`config.mk`:
```
export PLATFORM = sky130hd
export DESIGN_NAME = pc_sequencer_flat
export DESIGN_NICKNAME = d
export VERILOG_FILES = /design/src/rtl/pc_sequencer_pkg.sv /design/src/rtl/pc_sequencer_if.sv /design/src/rtl/pc_sequencer_perf.sv /design/src/rtl/pc_sequencer.sv /design/src/flat_wrapper.sv
export SDC_FILE = /design/constraint.sdc
export NUM_CORES = 1
export LEC_CHECK = 0
export BUFFER_PORTS_ARGS = -buffer_cell sky130_fd_sc_hd__buf_2
export CAP_MARGIN = 20
export CORE_MARGIN = 4
export CORE_UTILIZATION = 38
export CTS_BUF_LIST = sky130_fd_sc_hd__clkbuf_4 sky130_fd_sc_hd__clkbuf_8
export DETAILED_ROUTE_END_ITERATION = 16
export GPL_TIMING_DRIVEN = 0
export PLACE_DENSITY = 0.82
export RECOVER_POWER = 50
export SYNTH_ARGS = -nofsm -noshare
export SYNTH_HDL_FRONTEND = slang
export SYNTH_SLANG_ARGS = --single-unit
```
`constraint.sdc`:
```
create_clock -name clk -period 1.82 [get_ports clk]
set_input_delay 0.273 -clock clk [delete_from_list [all_inputs] [get_ports clk]]
set_output_delay 0.273 -clock clk [all_outputs]
set_load 0.05 [all_outputs]
```
`src/rtl/pc_sequencer_pkg.sv`:
```
// pc_sequencer_pkg: shared types and constants for the PC sequencer.
// Holds the FSM state enum, the PC step and the perf counter width.
package pc_sequencer_pkg;

   typedef enum logic [1:0] {
      RUN    = 2'd0,
      DRAIN  = 2'd1,
      HALTED = 2'd2
   } seq_state_t;

   localparam int PC_STEP = 4;
   localparam int CNT_W   = 32;

endpackage

```
`src/rtl/pc_sequencer_if.sv`:
```
// pc_sequencer_if: fetch-control bundle between the pipeline and the sequencer.
// master drives stall/redirect/halt/redirect_pc/resume; slave drives pc, flushes, status, counters.
interface pc_sequencer_if
   import pc_sequencer_pkg::*;
#(
   parameter int PC_W = 9
);

   logic             stall;
   logic             redirect;
   logic             halt;
   logic [31:0]      redirect_pc;
   logic             resume;
   logic [PC_W-1:0]  pc;
   logic             fetch_valid;
   logic             flush_if_id;
   logic             flush_id_ex;
   logic             draining;
   logic             halted;
   logic [CNT_W-1:0] redirect_cnt;
   logic [CNT_W-1:0] stall_cnt;

   modport master (
      output stall, redirect, halt, redirect_pc, resume,
      input  pc, fetch_valid, flush_if_id, flush_id_ex,
      input  draining, halted, redirect_cnt, stall_cnt
   );

   modport slave (
      input  stall, redirect, halt, redirect_pc, resume,
      output pc, fetch_valid, flush_if_id, flush_id_ex,
      output draining, halted, redirect_cnt, stall_cnt
   );

endinterface

```
`src/rtl/pc_sequencer_perf.sv`:
```
// pc_sequencer_perf: saturating taken-redirect and stalled-cycle counters.
// Ports: clk, rst_n, redirect_ev, stall_ev in; redirect_cnt, stall_cnt out.
module pc_sequencer_perf
   import pc_sequencer_pkg::*;
(
   input  logic             clk,
   input  logic             rst_n,
   input  logic             redirect_ev,
   input  logic             stall_ev,
   output logic [CNT_W-1:0] redirect_cnt,
   output logic [CNT_W-1:0] stall_cnt
);

   always_ff @(posedge clk or negedge rst_n) begin
      if (!rst_n) begin
         redirect_cnt <= '0;
         stall_cnt    <= '0;
      end else begin
         if (redirect_ev && (redirect_cnt != '1))
            redirect_cnt <= redirect_cnt + 1'b1;
         if (stall_ev && (stall_cnt != '1))
            stall_cnt <= stall_cnt + 1'b1;
      end
   end

endmodule

```
`src/rtl/pc_sequencer.sv`:
```
// pc_sequencer: owns the PC; advances, holds, redirects, drains on halt and parks.
// Ports: clk, rst_n, bus (slave). Perf counters built only with PC_SEQUENCER_PERF_EN.
module pc_sequencer
   import pc_sequencer_pkg::*;
#(
   parameter int PC_W      = 9,
   parameter int DRAIN_CYC = 2
)(
   input  logic          clk,
   input  logic          rst_n,
   pc_sequencer_if.slave bus
);

   localparam int DC_W = (DRAIN_CYC > 1) ? $clog2(DRAIN_CYC) : 1;

   seq_state_t      state_q, state_d;
   logic [PC_W-1:0] pc_q, pc_d;
   logic [DC_W-1:0] cnt_q, cnt_d;
   logic [PC_W-1:0] target;
   logic [PC_W-1:0] pc_next;
   logic            fetch_valid;
   logic            flush_if_id;
   logic            flush_id_ex;

   // Upper target bits are outside the instruction address space.
   assign target  = bus.redirect_pc[PC_W-1:0];
   assign pc_next = pc_q + PC_W'(PC_STEP);

   always_ff @(posedge clk or negedge rst_n) begin
      if (!rst_n) begin
         state_q <= RUN;
         pc_q    <= '0;
         cnt_q   <= '0;
      end else begin
         state_q <= state_d;
         pc_q    <= pc_d;
         cnt_q   <= cnt_d;
      end
   end

   always_comb begin
      state_d     = state_q;
      pc_d        = pc_q;
      cnt_d       = cnt_q;
      fetch_valid = 1'b0;
      flush_if_id = 1'b0;
      flush_id_ex = 1'b0;
      unique case (state_q)
         RUN: begin
            fetch_valid = 1'b1;
            if (bus.halt) begin
               pc_d        = target;
               flush_if_id = 1'b1;
               flush_id_ex = 1'b1;
               cnt_d       = DC_W'(DRAIN_CYC - 1);
               state_d     = DRAIN;
            end else if (bus.redirect) begin
               pc_d        = target;
               flush_if_id = 1'b1;
               flush_id_ex = 1'b1;
            end else if (!bus.stall) begin
               pc_d = pc_next;
            end
         end
         DRAIN: begin
            // Keep squashing IF/ID while MEM/WB retire.
            flush_if_id = 1'b1;
            if (cnt_q == '0)
               state_d = HALTED;
            else
               cnt_d = cnt_q - 1'b1;
         end
         HALTED: begin
            flush_if_id = 1'b1;
            if (bus.resume) begin
               pc_d    = pc_next;
               state_d = RUN;
            end
         end
         default: begin
            state_d = RUN;
         end
      endcase
   end

   assign bus.pc          = pc_q;
   assign bus.fetch_valid = fetch_valid;
   assign bus.flush_if_id = flush_if_id;
   assign bus.flush_id_ex = flush_id_ex;
   assign bus.draining    = (state_q == DRAIN);
   assign bus.halted      = (state_q == HALTED);

`ifdef PC_SEQUENCER_PERF_EN
   logic redirect_ev;
   logic stall_ev;

   assign redirect_ev = (state_q == RUN) && (bus.halt || bus.redirect);
   assign stall_ev    = (state_q == RUN) && bus.stall &&
                        !bus.halt && !bus.redirect;

   pc_sequencer_perf u_perf (
      .clk          (clk),
      .rst_n        (rst_n),
      .redirect_ev  (redirect_ev),
      .stall_ev     (stall_ev),
      .redirect_cnt (bus.redirect_cnt),
      .stall_cnt    (bus.stall_cnt)
   );
`else
   assign bus.redirect_cnt = '0;
   assign bus.stall_cnt    = '0;
`endif

endmodule

```
`src/flat_wrapper.sv`:
```
// flat-port wrapper written by rule: the top's interface ports become plain ports
module pc_sequencer_flat import pc_sequencer_pkg::*;
#(
   parameter int PC_W      = 9,
   parameter int DRAIN_CYC = 2
)
  (clk, rst_n, bus_stall, bus_redirect, bus_halt, bus_redirect_pc, bus_resume, bus_pc, bus_fetch_valid, bus_flush_if_id, bus_flush_id_ex, bus_draining, bus_halted, bus_redirect_cnt, bus_stall_cnt);
  pc_sequencer_if #(.PC_W(PC_W)) bus_i ();
  input  logic clk;
  input  logic rst_n;
  input wire logic [$bits(bus_i.stall)-1:0] bus_stall;
  input wire logic [$bits(bus_i.redirect)-1:0] bus_redirect;
  input wire logic [$bits(bus_i.halt)-1:0] bus_halt;
  input wire logic [$bits(bus_i.redirect_pc)-1:0] bus_redirect_pc;
  input wire logic [$bits(bus_i.resume)-1:0] bus_resume;
  output wire logic [$bits(bus_i.pc)-1:0] bus_pc;
  output wire logic [$bits(bus_i.fetch_valid)-1:0] bus_fetch_valid;
  output wire logic [$bits(bus_i.flush_if_id)-1:0] bus_flush_if_id;
  output wire logic [$bits(bus_i.flush_id_ex)-1:0] bus_flush_id_ex;
  output wire logic [$bits(bus_i.draining)-1:0] bus_draining;
  output wire logic [$bits(bus_i.halted)-1:0] bus_halted;
  output wire logic [$bits(bus_i.redirect_cnt)-1:0] bus_redirect_cnt;
  output wire logic [$bits(bus_i.stall_cnt)-1:0] bus_stall_cnt;
  assign bus_i.stall = bus_stall;
  assign bus_i.redirect = bus_redirect;
  assign bus_i.halt = bus_halt;
  assign bus_i.redirect_pc = bus_redirect_pc;
  assign bus_i.resume = bus_resume;
  assign bus_pc = bus_i.pc;
  assign bus_fetch_valid = bus_i.fetch_valid;
  assign bus_flush_if_id = bus_i.flush_if_id;
  assign bus_flush_id_ex = bus_i.flush_id_ex;
  assign bus_draining = bus_i.draining;
  assign bus_halted = bus_i.halted;
  assign bus_redirect_cnt = bus_i.redirect_cnt;
  assign bus_stall_cnt = bus_i.stall_cnt;
  pc_sequencer #(.PC_W(PC_W), .DRAIN_CYC(DRAIN_CYC)) u_core (.clk(clk), .rst_n(rst_n), .bus(bus_i));
endmodule
```
* Yosys cells after proc, flatten, opt, wreduce, memory -nomap -nowiden *
Cells that the tools add are included.

cells by class
  add/sub/neg operators = 2
  eq/ne operators = 6
  mux-type cells = 17
  reduce and logical (&&, ||, !) cells = 7

operators by type and width
  operator                                        number
  2-to-1 mux 9 bit                                4
  one-hot mux 9 bit (2 select lines)              1
  adder 9 x 3 -> 9 bit (second input constant)    1
  2-to-1 mux 1 bit                                6
  2-to-1 mux 2 bit                                3
  != test 2 bit (second input constant)           3
  one-hot mux 2 bit (3 select lines)              1
  AND reduction 3 bit                             2
  != test 4 bit (second input constant)           1
  one-hot mux 1 bit (2 select lines)              2
  nonzero test 2 bit                              2
  == test 2 x 1 -> 1 bit (second input constant)  1
  == test 2 bit (second input constant)           1
  logical NOT 2 bit                               1
  AND reduction 2 bit                             1
  OR reduction 2 bit                              1
  subtractor 1 bit (second input constant)        1

word-level totals
  register bits = 12
  input port bits = 38
  output and inout port bits = 78

* Longest topological paths before layout *
  depth after elaboration = 5
  gate-level depth with buffers = 7
  gate-level depth less buffers = 6

* Worst setup path before layout *
OpenSTA, ideal clock, no wires.

  path type = flip-flop to output port
  start = reg u_core.state_q[0]
  end = out bus_flush_if_id
  data arrival time = 2361 ps
  data required time = 1547 ps
  setup slack = -814 ps
  stages on the path, launching flop included = 6
  path buffers = 0
  path through = dfrtp_1 > inv_1 > ha_1 > and2_1 > nor2_1 > nor2_1

on the way
  word-level cells in the longest chain between the ends = 3
  elaborated cells on any way between the ends = 5
  classes of those cells = 2 x eq/ne; 1 x mux; 2 x reduce/logical

ends and longest elaborated chain
  what                                                     line                source
  start, declared                                          pc_sequencer.sv:16  seq_state_t state_q, state_d;
  start signal, assigned                                   pc_sequencer.sv:35  state_q <= state_d;
  == test 2 x 1 -> 1 bit or == test 2 bit (tied branches)  pc_sequencer.sv:48  unique case (state_q)
  OR reduction 2 bit (no line)                             --
  one-hot mux 1 bit (2 select lines) *                     pc_sequencer.sv:48
  end, declared                                            flat_wrapper.sv:18  output wire logic [$bits(bus_i.flush_if_id)-1:0] bus_flush_if_id;

Every way passes the cells marked *; elsewhere a longest branch is shown, timed or not.

* Final worst setup path *
Same ends and word-level chain as after synthesis.

==> flow_summary.toml <==
[sta]
fin_tns_setup_ns = 0
skew_ns = 0.000731
fin_crit_sh = 0.952
hold_viol = 0
period_minus_slack_ns = 1.73
relSlewSlack = 0.532
rsz0062_at_grt = "false"
whs_ns = 0.232
maxSlewViolCount = 0
setup_viol = 0
worst_slew_pin_slew_ns = 0.703
fmax_mhz = 577

[drt]
num_vias = 1031
vias_per_cell = 3.64
drt_iter0_markers = 40
drc = 0
wire_per_inst_um = 9.18
drtPass1Iterations = 4
drtAntennaViolNets = 0
routed_wl_mm = 2.60

[clock_tree]
cts_buffer_depth = 2
root_buffer = "clkbuf_4"
numCtsBuffers = 3
cts_tree = "built"
post_cts_buffers = 0
cts-htree-levels = 1
path_clk_slew_ns = 0.07
clock_sinks = 12
clk-insertion-delay-late_ns = 0.27

[synth]
yosys.area_share.simple = 0.108
yosys.area.top_type = "buf_4"
synth_area_mm2 = 0.00125
synth_seq_area_share = 0.241
synth_edf_count = 0
synth_top_family_by_area = "buffers and inverters"
post_synth_mux_area_share = 0.0442
synth-seq-cells = 12
ys_warn_count = 0
synth_cells = 144
synth-adder-area-share = 0.0602
synth_compound_gate_area_share = 0.133
syn_area_per_cell_um2 = 8.65
yosysUniqueCellTypes = 28
yosysTopAreaCellShare = 0.386
async_flop_share = 1.00
synth_area_leaders = "buf_4 (39%), dfrtp_1 (24%), ha_1 (6.0%)"
synthFlopType = "dfrtp_1"
synthXorXnorAreaFrac = 0

[layout]
final_cell_mix = "buf_4 (65), conb_1 (64), buf_2 (21)"
area_growth_pct = 39.6
fill_cells = 322
final_common_cell = "buf_4"
final_area_mm2 = 0.00174
fin_util = 0.560
multi_input_area_um2 = 698
drive_gt1_frac = 0.448
antennaDiodeCount = 0
fin_nets = 285
regArea_um2 = 300
stdcell_count = 283

[setup_path]
crit_fanout = 9
critPathKind = "reg -> out"
critPathLaunchType = "flip-flop"
r2r_end = "u_core.bus.pc[0]$_DFFE_PN0P_"
cp.required_ns = 1.55
r2r_start = "u_core.state_q[0]$_DFFE_PN0P_"
endpoint_kind = "primary output"
cp.arrival_ns = 1.46
r2r_cells = 5
r2r_setup_slack_ns = 0.24

[grt]
grt_pass1_wl_mm = 3.94
antenna_found_initial = 0
grt_pass1_vias = 868
grt_use_total = 0.118
grt_overflow = 0
use_met3 = 0.0479
met2_usage = 0.195
grt_use_met1 = 0.141
grt_max_degree = 13
grt_most_used_layer = "met2"

[placement]
place_inst = 279
dp_hpwl_mm = 2.22
routabilityCongestion = 0.808
port_buffers = 28
placed_cell_area_mm2 = 0.00169

[die]
die_y_um = 65.3
core_mm2 = 0.00310
die_area_mm2 = 0.00426
num_rows = 20
initial_utilization = 0.402
die_w_um = 65.3
ios = 116

[pwr]
p_leak_nw = 1.02
vdd_drop_max_v = 0.00109
power.density_mw_per_mm2 = 1610

[hold_path]
hp-start = "bus_redirect_pc[1]"
hold_class = "in -> reg"
min_to = "u_core.bus.pc[1]$_DFFE_PN0P_"
min_path_cells = 2

[run_status]
status = "finished clean"

[run]
cap_violations = 0
[per-stage QoR]
step / setup WS [ns] / power [mW]
floorplan: -0.0297 / 2.24
global placement: 0.214 / 2.54
detailed placement: 0.166 / 2.59
CTS: 0.0180 / 2.81
global route: 0.00319 / 3.00
finish: 0.0872 / 2.80
[where the power goes]
| part | switching, mW | leakage [nW] | internal (mW) |
|---|---|---|---|
| Sequential | 0.134 | 0.138 | 0.406 |
| Clock | 0.0877 | 0.0138 | 0.0765 |
| Combinational | 1.42 | 0.866 | 0.673 |
[routing by layer]
metal,wire length [um],vias up
met5,0,-
met1,987,429
met2,1300,60
li1,-,540
met4,19,0
met3,287,2
[kinds of logic (layout without fill, tap and decap cells)]
logic type,after synthesis,after routing
buffers and inverters,70,102
and+or+nand+nor,27,27
AOI/OAI and AO/OA,23,23
DFF,12,12
adders and majority gates,6,6
muxes,5,5
other,1,64
[registers in the layout, summed over array words and instances (netlist names)]
| signal | count |
|---|---|
| u_core.bus.pc | 9 |
| u_core.cnt_q | 1 |
| u_core.state_q | 2 |
[Yosys cell counts (all sizes together) (3+ instances only)]
cell     instances
mux2             4
buf             66
o21ai            7
nand2            8
inv              4
nand2b           4
nor2             4
a2bb2oi          3
nand3            6
a21oi            6
dfrtp           12
ha               6
[layout make-up]
class,instances,area share
clock buffers,3,0.0129
flip-flops and latches,12,0.173
multi-input cells,125,0.401
inverters,4,0.00863
plain buffers,66,0.289
repair buffers,29,0.0835
well taps,44,0.0317
[worst max-delay path, stage by stage, from the launching register on]
cell,delay (ns)
dfrtp_1,0.43
inv_2,0.10
ha_4,0.19
and2_4,0.16
nor2_2,0.04
nor2_4,0.07
buf_4,0.19
[how the worst max path moves through the flow]
| stage | start | endpoint | cells past startpoint |
|---|---|---|---|
| final | u_core.state_q[0]$_DFFE_PN0P_ | bus_flush_if_id | 6 |
| after global routing | u_core.state_q[0]$_DFFE_PN0P_ | bus_flush_if_id | 6 |
| after CTS | u_core.state_q[0]$_DFFE_PN0P_ | bus_flush_if_id | 6 |
| after detailed placement | u_core.state_q[1]$_DFFE_PN0P_ | bus_flush_if_id | 6 |
| after global placement | u_core.state_q[1]$_DFFE_PN0P_ | bus_flush_if_id | 6 |
| after floorplan | u_core.state_q[0]$_DFFE_PN0P_ | bus_flush_if_id | 5 |
[repair_timing]
item,in CTS,in global routing
gates resized for setup,3,5
hold endpoints to repair,12,0
setup endpoints to repair,1,4
hold buffers,1,0
No activity file was read; power rests on OpenSTA's default activity.
